===== config.mk =====
export PLATFORM = sky130hd
export DESIGN_NAME = mac_operand_feeder_flat
export DESIGN_NICKNAME = d
export VERILOG_FILES = /design/src/rtl/mac_feeder_pkg.sv /design/src/rtl/mac_operand_feeder_if.sv /design/src/rtl/mac_op_fifo.sv /design/src/rtl/mac_operand_feeder.sv /design/src/flat_wrapper.sv
export SDC_FILE = /design/constraint.sdc
export NUM_CORES = 1
export LEC_CHECK = 0
export CORE_ASPECT_RATIO = 1.2
export CORE_UTILIZATION = 40
export CTS_CLUSTER_DIAMETER = 200
export DETAILED_ROUTE_END_ITERATION = 16
export GPL_ROUTABILITY_DRIVEN = 0
export PLACE_DENSITY_LB_ADDON = 0.3
export SYNTH_ARGS = -nofsm -noshare
export SYNTH_HDL_FRONTEND = slang
export SYNTH_SLANG_ARGS = --single-unit
export TNS_END_PERCENT = 10

===== constraint.sdc =====
create_clock -name clk -period 2.9 [get_ports clk]
set_input_delay 0.29 -clock clk [delete_from_list [all_inputs] [get_ports clk]]
set_output_delay 0.29 -clock clk [all_outputs]
set_load 0.1 [all_outputs]

===== src/rtl/mac_feeder_pkg.sv =====
// Shared types and constants for the MAC operand feeder: FSM states, operand width,
// downstream MAC pipeline latency and the buffered operand-pair payload.
package mac_feeder_pkg;

  localparam int unsigned OP_W    = 8;
  localparam int unsigned MAC_LAT = 2;

  typedef enum logic [2:0] {
    IDLE,
    CLR,
    STREAM,
    DRAIN,
    DONE
  } state_e;

  typedef struct packed {
    logic [OP_W-1:0] a;
    logic [OP_W-1:0] b;
  } op_pair_t;

endpackage


===== src/rtl/mac_operand_feeder_if.sv =====
// Producer-side and MAC-side signals of the operand feeder, bundled with modports.
// FEEDER_STALL_CNT_EN adds the stall_cnt observation output.
interface mac_operand_feeder_if #(
  parameter int unsigned LEN_W = 8
);
  import mac_feeder_pkg::*;

  logic              wr_vld;
  logic [OP_W-1:0]   wr_A;
  logic [OP_W-1:0]   wr_B;
  logic              wr_rdy;
  logic              start;
  logic [LEN_W-1:0]  vec_len;
  logic [OP_W-1:0]   A;
  logic [OP_W-1:0]   B;
  logic              en;
  logic              clr;
  logic              busy;
  logic              done;
`ifdef FEEDER_STALL_CNT_EN
  logic [15:0]       stall_cnt;
`endif

  modport master (
    input  wr_vld, wr_A, wr_B, start, vec_len,
`ifdef FEEDER_STALL_CNT_EN
    output stall_cnt,
`endif
    output wr_rdy, A, B, en, clr, busy, done
  );

  modport slave (
    output wr_vld, wr_A, wr_B, start, vec_len,
`ifdef FEEDER_STALL_CNT_EN
    input  stall_cnt,
`endif
    input  wr_rdy, A, B, en, clr, busy, done
  );

endinterface


===== src/rtl/mac_op_fifo.sv =====
// Synchronous DEPTH x W FIFO with registered full/empty flags. Push and pop in the
// same cycle both succeed even at full or empty (empty case bypasses wr_data to rd_data).
module mac_op_fifo #(
  parameter int unsigned DEPTH = 8,
  parameter int unsigned W     = 16
) (
  input  logic         clk,
  input  logic         rst,
  input  logic         push,
  input  logic [W-1:0] wr_data,
  input  logic         pop,
  output logic [W-1:0] rd_data,
  output logic         full,
  output logic         empty
);
  localparam int unsigned AW = $clog2(DEPTH);
  localparam int unsigned CW = AW + 1;

  logic [W-1:0]  mem [DEPTH];
  logic [AW-1:0] wr_ptr;
  logic [AW-1:0] rd_ptr;
  logic [CW-1:0] count_q;
  logic [CW-1:0] count_d;
  logic          full_q;
  logic          empty_q;
  logic          do_push;
  logic          do_pop;

  assign do_push = push && (!full_q || pop);
  assign do_pop  = pop && (!empty_q || push);
  assign count_d = count_q + CW'(do_push) - CW'(do_pop);

  // Pointers wrap naturally since DEPTH is a power of two
  always_ff @(posedge clk or posedge rst) begin
    if (rst) begin
      wr_ptr  <= '0;
      rd_ptr  <= '0;
      count_q <= '0;
      full_q  <= 1'b0;
      empty_q <= 1'b1;
    end else begin
      if (do_push) wr_ptr <= wr_ptr + AW'(1);
      if (do_pop)  rd_ptr <= rd_ptr + AW'(1);
      count_q <= count_d;
      full_q  <= (count_d == CW'(DEPTH));
      empty_q <= (count_d == '0);
    end
  end

  always_ff @(posedge clk) begin
    if (do_push) mem[wr_ptr] <= wr_data;
  end

  assign rd_data = empty_q ? wr_data : mem[rd_ptr];
  assign full    = full_q;
  assign empty   = empty_q;

endmodule


===== src/rtl/mac_operand_feeder.sv =====
// Feeds buffered operand pairs to a 2-stage gated MAC: clr, vec_len en pulses, pipeline
// drain, then done. Optional FEEDER_STALL_CNT_EN adds a saturating empty-FIFO stall counter.
module mac_operand_feeder
  import mac_feeder_pkg::*;
#(
  parameter int unsigned DEPTH = 8,
  parameter int unsigned LEN_W = 8
) (
  input logic                  clk,
  input logic                  rst,
  mac_operand_feeder_if.master bus
);
  localparam int unsigned PAIR_W  = $bits(op_pair_t);
  localparam int unsigned DRAIN_W = (MAC_LAT > 1) ? $clog2(MAC_LAT) : 1;

  state_e             state_q;
  state_e             state_d;
  logic [LEN_W-1:0]   remaining_q;
  logic [LEN_W-1:0]   remaining_d;
  logic [DRAIN_W-1:0] drain_q;
  logic [DRAIN_W-1:0] drain_d;
  logic [OP_W-1:0]    a_q;
  logic [OP_W-1:0]    a_d;
  logic [OP_W-1:0]    b_q;
  logic [OP_W-1:0]    b_d;
  logic               en_q, en_d;
  logic               clr_q, clr_d;
  logic               done_q, done_d;
  logic               busy_q, busy_d;

  logic               fifo_push;
  logic               fifo_pop;
  logic               fifo_full;
  logic               fifo_empty;
  op_pair_t           wr_pair;
  op_pair_t           rd_pair;

  assign wr_pair   = '{a: bus.wr_A, b: bus.wr_B};
  assign fifo_push = bus.wr_vld && !fifo_full;

  mac_op_fifo #(
    .DEPTH (DEPTH),
    .W     (PAIR_W)
  ) u_fifo (
    .clk     (clk),
    .rst     (rst),
    .push    (fifo_push),
    .wr_data (wr_pair),
    .pop     (fifo_pop),
    .rd_data (rd_pair),
    .full    (fifo_full),
    .empty   (fifo_empty)
  );

  // STREAM lingers one cycle at remaining==0 so the last en sees the full MAC_LAT drain
  always_comb begin
    state_d     = state_q;
    remaining_d = remaining_q;
    drain_d     = '0;
    a_d         = a_q;
    b_d         = b_q;
    en_d        = 1'b0;
    clr_d       = 1'b0;
    done_d      = 1'b0;
    fifo_pop    = 1'b0;
    case (state_q)
      IDLE: begin
        if (bus.start) begin
          state_d     = CLR;
          clr_d       = 1'b1;
          remaining_d = bus.vec_len;
        end
      end
      CLR: begin
        state_d = (remaining_q != '0) ? STREAM : DRAIN;
      end
      STREAM: begin
        if (remaining_q == '0) begin
          state_d = DRAIN;
        end else if (!fifo_empty) begin
          fifo_pop    = 1'b1;
          en_d        = 1'b1;
          a_d         = rd_pair.a;
          b_d         = rd_pair.b;
          remaining_d = remaining_q - LEN_W'(1);
        end
      end
      DRAIN: begin
        if (drain_q == DRAIN_W'(MAC_LAT - 1)) begin
          state_d = DONE;
          done_d  = 1'b1;
        end else begin
          drain_d = drain_q + DRAIN_W'(1);
        end
      end
      DONE: begin
        state_d = IDLE;
      end
      default: begin
        state_d = IDLE;
      end
    endcase
    busy_d = (state_d != IDLE);
  end

  always_ff @(posedge clk or posedge rst) begin
    if (rst) begin
      state_q     <= IDLE;
      remaining_q <= '0;
      drain_q     <= '0;
      a_q         <= '0;
      b_q         <= '0;
      en_q        <= 1'b0;
      clr_q       <= 1'b0;
      done_q      <= 1'b0;
      busy_q      <= 1'b0;
    end else begin
      state_q     <= state_d;
      remaining_q <= remaining_d;
      drain_q     <= drain_d;
      a_q         <= a_d;
      b_q         <= b_d;
      en_q        <= en_d;
      clr_q       <= clr_d;
      done_q      <= done_d;
      busy_q      <= busy_d;
    end
  end

  assign bus.wr_rdy = !fifo_full;
  assign bus.A      = a_q;
  assign bus.B      = b_q;
  assign bus.en     = en_q;
  assign bus.clr    = clr_q;
  assign bus.done   = done_q;
  assign bus.busy   = busy_q;

`ifdef FEEDER_STALL_CNT_EN
  logic [15:0] stall_q;
  logic [15:0] stall_d;

  // Counts STREAM cycles starved by an empty FIFO while pairs are still owed
  always_comb begin
    stall_d = stall_q;
    if (state_q == IDLE && bus.start) begin
      stall_d = '0;
    end else if (state_q == STREAM && remaining_q != '0 && fifo_empty &&
                 stall_q != 16'hFFFF) begin
      stall_d = stall_q + 16'(1);
    end
  end

  always_ff @(posedge clk or posedge rst) begin
    if (rst) stall_q <= '0;
    else     stall_q <= stall_d;
  end

  assign bus.stall_cnt = stall_q;
`endif

endmodule


===== src/flat_wrapper.sv =====
// flat-port wrapper written by rule: the top's interface ports become plain ports
module mac_operand_feeder_flat import mac_feeder_pkg::*;
#(
  parameter int unsigned DEPTH = 8,
  parameter int unsigned LEN_W = 8
)
  (clk, rst, bus_wr_vld, bus_wr_A, bus_wr_B, bus_start, bus_vec_len, bus_wr_rdy, bus_A, bus_B, bus_en, bus_clr, bus_busy, bus_done);
  mac_operand_feeder_if #(.LEN_W(LEN_W)) bus_i ();
  input logic clk;
  input logic rst;
  input wire logic [$bits(bus_i.wr_vld)-1:0] bus_wr_vld;
  input wire logic [$bits(bus_i.wr_A)-1:0] bus_wr_A;
  input wire logic [$bits(bus_i.wr_B)-1:0] bus_wr_B;
  input wire logic [$bits(bus_i.start)-1:0] bus_start;
  input wire logic [$bits(bus_i.vec_len)-1:0] bus_vec_len;
  output wire logic [$bits(bus_i.wr_rdy)-1:0] bus_wr_rdy;
  output wire logic [$bits(bus_i.A)-1:0] bus_A;
  output wire logic [$bits(bus_i.B)-1:0] bus_B;
  output wire logic [$bits(bus_i.en)-1:0] bus_en;
  output wire logic [$bits(bus_i.clr)-1:0] bus_clr;
  output wire logic [$bits(bus_i.busy)-1:0] bus_busy;
  output wire logic [$bits(bus_i.done)-1:0] bus_done;
  assign bus_i.wr_vld = bus_wr_vld;
  assign bus_i.wr_A = bus_wr_A;
  assign bus_i.wr_B = bus_wr_B;
  assign bus_i.start = bus_start;
  assign bus_i.vec_len = bus_vec_len;
  assign bus_wr_rdy = bus_i.wr_rdy;
  assign bus_A = bus_i.A;
  assign bus_B = bus_i.B;
  assign bus_en = bus_i.en;
  assign bus_clr = bus_i.clr;
  assign bus_busy = bus_i.busy;
  assign bus_done = bus_i.done;
  mac_operand_feeder #(.DEPTH(DEPTH), .LEN_W(LEN_W)) u_core (.clk(clk), .rst(rst), .bus(bus_i));
endmodule

* Word level (Yosys, flattened, before mapping)
Memories as Yosys holds them, arrays and structs flattened. A register that Yosys moved wholly into a read port is not among the register bits. Cells that the tools add are included.
Word-level totals: bits of input ports 28, memory bits (writable) 128, bits in registers 28, output and inout bits 21, memories 1
Cells by class: add/sub/neg operators 6, multiplexer cells 20, reductions and logical operators 15, eq/ne operators 7, bitwise gates (word level) 2
Memory list:
- u_core.u_fifo.mem | depth 8, width 16, read ports 1, clocked after memory_dff 1, write ports 1, RTL line mac_op_fifo.sv:19 | logic [W-1:0] mem [DEPTH];
Operator list (count):
- 8-bit 2-to-1 mux | 3
- 8-bit one-hot mux with 2 select lines | 1
- 1-bit 2-to-1 mux | 12
- 3-bit one-hot mux with 4 select lines | 1
- 3-bit 2-to-1 mux | 3
- 8-bit logical NOT | 1
- 8-bit nonzero test | 1
- 8-bit by 1-bit subtractor with 8-bit output (second input constant) | 1
- 3-bit by 1-bit adder with 3-bit output (second input constant) | 2
- 3-bit by 2-bit == test with 1-bit output (second input constant) | 2
- 2-bit != test (second input constant) | 3
- 4-bit by 1-bit adder with 4-bit output | 1
- 4-bit == test (second input constant) | 1
- 4-bit logical NOT | 1
- 4-bit AND reduction | 1
- 4-bit by 1-bit subtractor with 4-bit output | 1
- 3-bit by 1-bit == test with 1-bit output (second input constant) | 1
- 1-bit logical AND | 3
- 3-bit logical NOT | 1
- 3-bit AND reduction | 1
- 3-bit nonzero test | 1
- 1-bit logical NOT | 2
- 1-bit logical OR | 2
- 1-bit inverter | 2
- 2 further kinds | 2

* Depth between registers and ports, before layout
depth after elaboration 8, mapped depth 11, depth with buffers taken out 11

* By module
Synthesis repeated with hierarchy kept, for this count alone.
Second synthesis, totals: cell total of the unflattened synthesis 495, area, all modules 7130.6 sq um
Modules (own cells, without submodules):
- mac_op_fifo | area each 5666.7 sq um, cells each 337, times used 1
- mac_operand_feeder | area each 1463.9 sq um, cells each 158, times used 1

* Worst setup path after synthesis
No wires, ideal clock.
path type reg-to-reg, start register u_core.state_q[2], end register u_core.u_fifo.full_q, in the netlist u_core.u_fifo.full, arrival 2595 ps, slack 233 ps, stages on the path, launching flop included 11, setup time 73 ps, path through dfrtp_1 clkbuf_1 or3b_1 buf_2 a211oi_1 ha_1 inv_1 ha_1 fa_1 or3_1 nor2b_1
Between the ends: elaborated cells between the ends (all ways) 8, classes of those cells add/sub: 2; eq/ne: 2; mux: 1; reduce/logical: 3
RTL lines:
- start: declaration | RTL line mac_operand_feeder.sv:16 | state_e state_q;
- start signal: assignment | RTL line mac_operand_feeder.sv:118 | state_q <= state_d;
- 3-bit by 2-bit == test with 1-bit output | RTL line mac_operand_feeder.sv:66 | case (state_q)
- 1-bit 2-to-1 mux | RTL line mac_operand_feeder.sv:66
- 1-bit logical AND | RTL line mac_op_fifo.sv:30 | assign do_pop = pop && (!empty_q || push);
- via u_core.u_fifo.do_pop | RTL line mac_op_fifo.sv:27 | logic do_pop;
- 4-bit by 1-bit subtractor with 4-bit output | RTL line mac_op_fifo.sv:31 | assign count_d = count_q + CW'(do_push) - CW'(do_pop);
- via u_core.u_fifo.count_d[1] | RTL line mac_op_fifo.sv:23 | logic [CW-1:0] count_d;
- 4-bit == test | RTL line mac_op_fifo.sv:45 | full_q <= (count_d == CW'(DEPTH));
- end signal: assignment | RTL line mac_op_fifo.sv:45
- end: declaration | RTL line mac_op_fifo.sv:24 | logic full_q;
The timed path passes the listed nets, and every way through them passes these cells. A chain may end at the register's enable or synchronous reset.

* Worst setup path after layout
start register u_core.remaining_q[0], end register u_core.u_fifo.full_q, in the netlist u_core.u_fifo.full
Between the ends: elaborated cells between the ends (all ways) 9, classes of those cells add/sub: 2; eq/ne: 1; mux: 2; reduce/logical: 4
RTL lines:
- start: declaration | RTL line mac_operand_feeder.sv:18 | logic [LEN_W-1:0] remaining_q;
- start signal: assignment | RTL line mac_operand_feeder.sv:119 | remaining_q <= remaining_d;
- 8-bit logical NOT | RTL line mac_operand_feeder.sv:78 | if (remaining_q == '0) begin
- 1-bit 2-to-1 mux | RTL line mac_operand_feeder.sv:78
- 1-bit 2-to-1 mux | RTL line mac_operand_feeder.sv:66
- 1-bit logical AND | RTL line mac_op_fifo.sv:30
- via u_core.u_fifo.do_pop | RTL line mac_op_fifo.sv:27
- 4-bit by 1-bit subtractor with 4-bit output | RTL line mac_op_fifo.sv:31
- via u_core.u_fifo.count_d[2] | RTL line mac_op_fifo.sv:23
- 4-bit == test | RTL line mac_op_fifo.sv:45
The timed path passes the listed nets, and every way through them passes these cells.

==> results by group <==
Run status
  – Status: finished, final reports clean

Setup path
  – Critical Path RT: 3.25 ns
  – Startpoint Class: flip-flop
  – R2R cell count: 11
  – WS Path Type: flip-flop to flip-flop
  – R2R setup slack: 0.21 ns
  – FF-to-FF End: u_core.u_fifo.full
  – Setup crit start: u_core.remaining_q[0]
  – CP endpoint: u_core.u_fifo.full
  – CP Max Fanout: 4
  – Crit path DAT: 3.04 ns
  – CP Capture Type: flip-flop
  – Reg2Reg Launch Point: u_core.remaining_q[0]

Power and ir drop
  – Total Power: about 9.4 mW
  – P_leak: 3.00 nW
  – Max IR drop VDD: 0.000560 V
  – Power per cell area: 1150 nW/µm²

Worst hold path
  – Hold/Removal Path Class: primary input to async pin

CTS
  – Longest Clk Path Bufs: 2
  – Num CTS Buffers: 17
  – Hold-fix buffers, CTS: 0
  – H-tree depth: 4
  – Clock input transition at the sequential cells of the worst setup and hold paths: 0.06 ns
  – Root Buffer: clkbuf_16
  – CTS tree: done
  – PostCTS Resize Cnt: 0
  – CTS sink cnt: between 150 and 200
  – Post-CTS setup buffers: 0
  – Worst skew pair latency: 0.42 ns

Final layout
  – ANT cells: 0
  – Fin nets: 500
  – Most frequent cells in the layout: edfxtp_1 (128), buf_4 (51), dfrtp_1 (42)
  – Syn-to-layout area delta: 20.5%
  – Commonest non-fill, non-tap cell in the layout: edfxtp_1
  – Finished Layout Cells: 689
  – Layout cells sized above 1: 0.264
  – Filler cells: 1374

Placement
  – Hpwl dp: between 8 and 9 mm
  – IO buf count: 48
  – # placed instances: ~660

Logic synthesis
  – Yosys cell types: 47
  – Number of flops mapped to enable cells by yosys: 128
  – Yosys warns: 0
  – Synthesized cell area: 6830 µm²
  – Primary FF master, synth: edfxtp_1
  – Post-Syn Area per Cell: 17.7 µm²
  – Synthesized flop and latch total: 172
  – Sequential share of the synthesized area: 0.724
  – Mapped Cells: between 300 and 400
  – FFs w/ async S/R, synth: 0.256
  – Syn_nets: 422

Global routing
  – Antenna violations before repair: 0
  – First-pass GRT wire length: 20.3 mm
  – Global route total overflow: 0
  – Largest net degree at the start of global routing: 35
  – Vias in the first global route: 3836
  – Tot GR Track Use: 0.158

STA
  – Final Max Tran Viols: 0
  – Fin crit share: 0.929
  – Tmin final: 2.69 ns
  – Setup violators final: 0
  – Measured slew at the worst slew-check pin: between 0.6 and 0.7 ns
  – Setup TNS: 0 ns
  – Relative slew margins: 0.537
  – Final Hold Viols: 0
  – Clock skew: 0.00622 ns
  – Fmax achieved: 371 MHz
  – Unrepaired setup endpoints after global routing: no

Route
  – Vias: 3545
  – Drt wl/cell: 18.3 µm
  – Drt pass-1 iters: 4
  – Post-DRT Antenna Nets: 0
  – Vias per cell: 5.15
  – Initial DRC count: 245
  – Post-route DRC: 0
  – DRT Wirelength: 12.6 mm

Floorplanning
  – I/O pin count: 49
  – Area of the core: 16500 µm²
  – Die area: 17600 µm²
  – Vert. Die Dim: approximately 150 µm
  – Num rows: 51
  – Initial Utilization: 0.415
  – Die width: 121 µm

Run
  – Maxcap violations: 0
[final cells by class]
type	count	area (µm²)	area share
clock buffer	24	482	0.0586
clock inverter	8	67.6	0.00821
inverter	14	52.6	0.00639
multi-input combinational	180	1740	0.211
sequential	172	4950	0.601
tap	212	265	0.0322
timing repair buffer	79	673	0.0818
[where the power goes]
part / internal [mW] / switching, mW
clock network: 1.24 / 0.856
logic: 1.41 / 2.31
registers: 3.23 / 0.379
total: 5.88 / 3.54
[synthesized netlist by cell type (3+ instances only)]
library cell,number,area [µm²]
nor3_1,5,25.0
nand2_1,14,52.6
nand2b_1,3,18.8
dfrtp_1,43,1080
mux4_2,32,721
inv_1,14,52.6
mux2_2,3,33.8
a21oi_1,19,95.1
buf_2,6,30.0
nand3_1,3,15.0
xnor2_1,4,35.0
nor3b_1,4,30.0
clkbuf_1,9,33.8
nor2_1,30,113
buf_4,3,22.5
xor2_1,3,26.3
o21ai_0,6,30.0
ha_1,7,87.6
edfxtp_1,128,3840
mux2i_1,16,160
[layer usage]
metal	global-route usage	part of all wire	up-vias	wire length, µm
li1	-	-	1649	-
met1	0.195	0.43	1829	5480
met2	0.265	0.52	57	6540
met3	0.0421	0.035	10	444
met4	0.0556	0.012	0	155
met5	0	0	-	0
[kinds of logic (layout without fill, tap and decap cells)]
family | after synthesis | in the layout | share of synthesized area
multiplexers | 51 | 51 | 0.134
XOR/XNOR | 7 | 7 | 0.00898
adder cells (fa/ha/maj) | 8 | 8 | 0.0158
AND/OR/NAND/NOR | 71 | 71 | 0.0531
AO/OA/AOI/OAI | 43 | 43 | 0.0414
flip-flops | 172 | 172 | 0.724
buffers and inverters | 34 | 125 | 0.0225
[critical path, stage by stage (launching register included)]
cell and delay, ns:
dfrtp_1 0.41, inv_1 0.07, ha_1 0.19, nor4b_4 0.27, a211oi_1 0.14, ha_1 0.29
inv_1 0.04, ha_1 0.20, fa_1 0.39, xor2_1 0.17, or3_1 0.33, nor2b_1 0.13
[state kept, by name (all words and copies together), names as in the netlist]
signal,cells
u_core.u_fifo.mem,128
u_core.remaining_q,8
u_core.bus.B,8
u_core.bus.A,8
u_core.u_fifo.empty,1
u_core.bus.clr,1
u_core.state_q,3
u_core.drain_q,1
u_core.bus.en,1
u_core.u_fifo.count_q,4
u_core.bus.done,1
u_core.u_fifo.wr_ptr,3
u_core.u_fifo.full,1
u_core.bus.busy,1
u_core.u_fifo.rd_ptr,3
[per-stage QoR]
stage	utilization	hold WS [ns]	worst slack, ns	instance area (µm²)
2_1_floorplan	-	0.389	0.233	6830
3_3_place_gp	0.466	0.481	0.303	7680
3_5_place_dp	0.466	0.497	0.185	7680
4_1_cts	0.500	0.199	0.178	8230
5_1_grt	0.500	0.235	0.0331	8230
6_report	0.500	0.205	0.207	8230
[worst min-delay path by stage]
stage	cells past startpoint	slack, ns	to
after floorplan	0	0.39	u_core.u_fifo.mem[0][0]
after global placement	1	0.48	u_core.drain_q
after detailed placement	1	0.50	u_core.u_fifo.count_q[0]
after CTS	2	0.20	u_core.bus.B[0]
after global routing	2	0.23	u_core.remaining_q[6]
final	2	0.21	u_core.bus.clr
(Power assumes the default switching activity.)
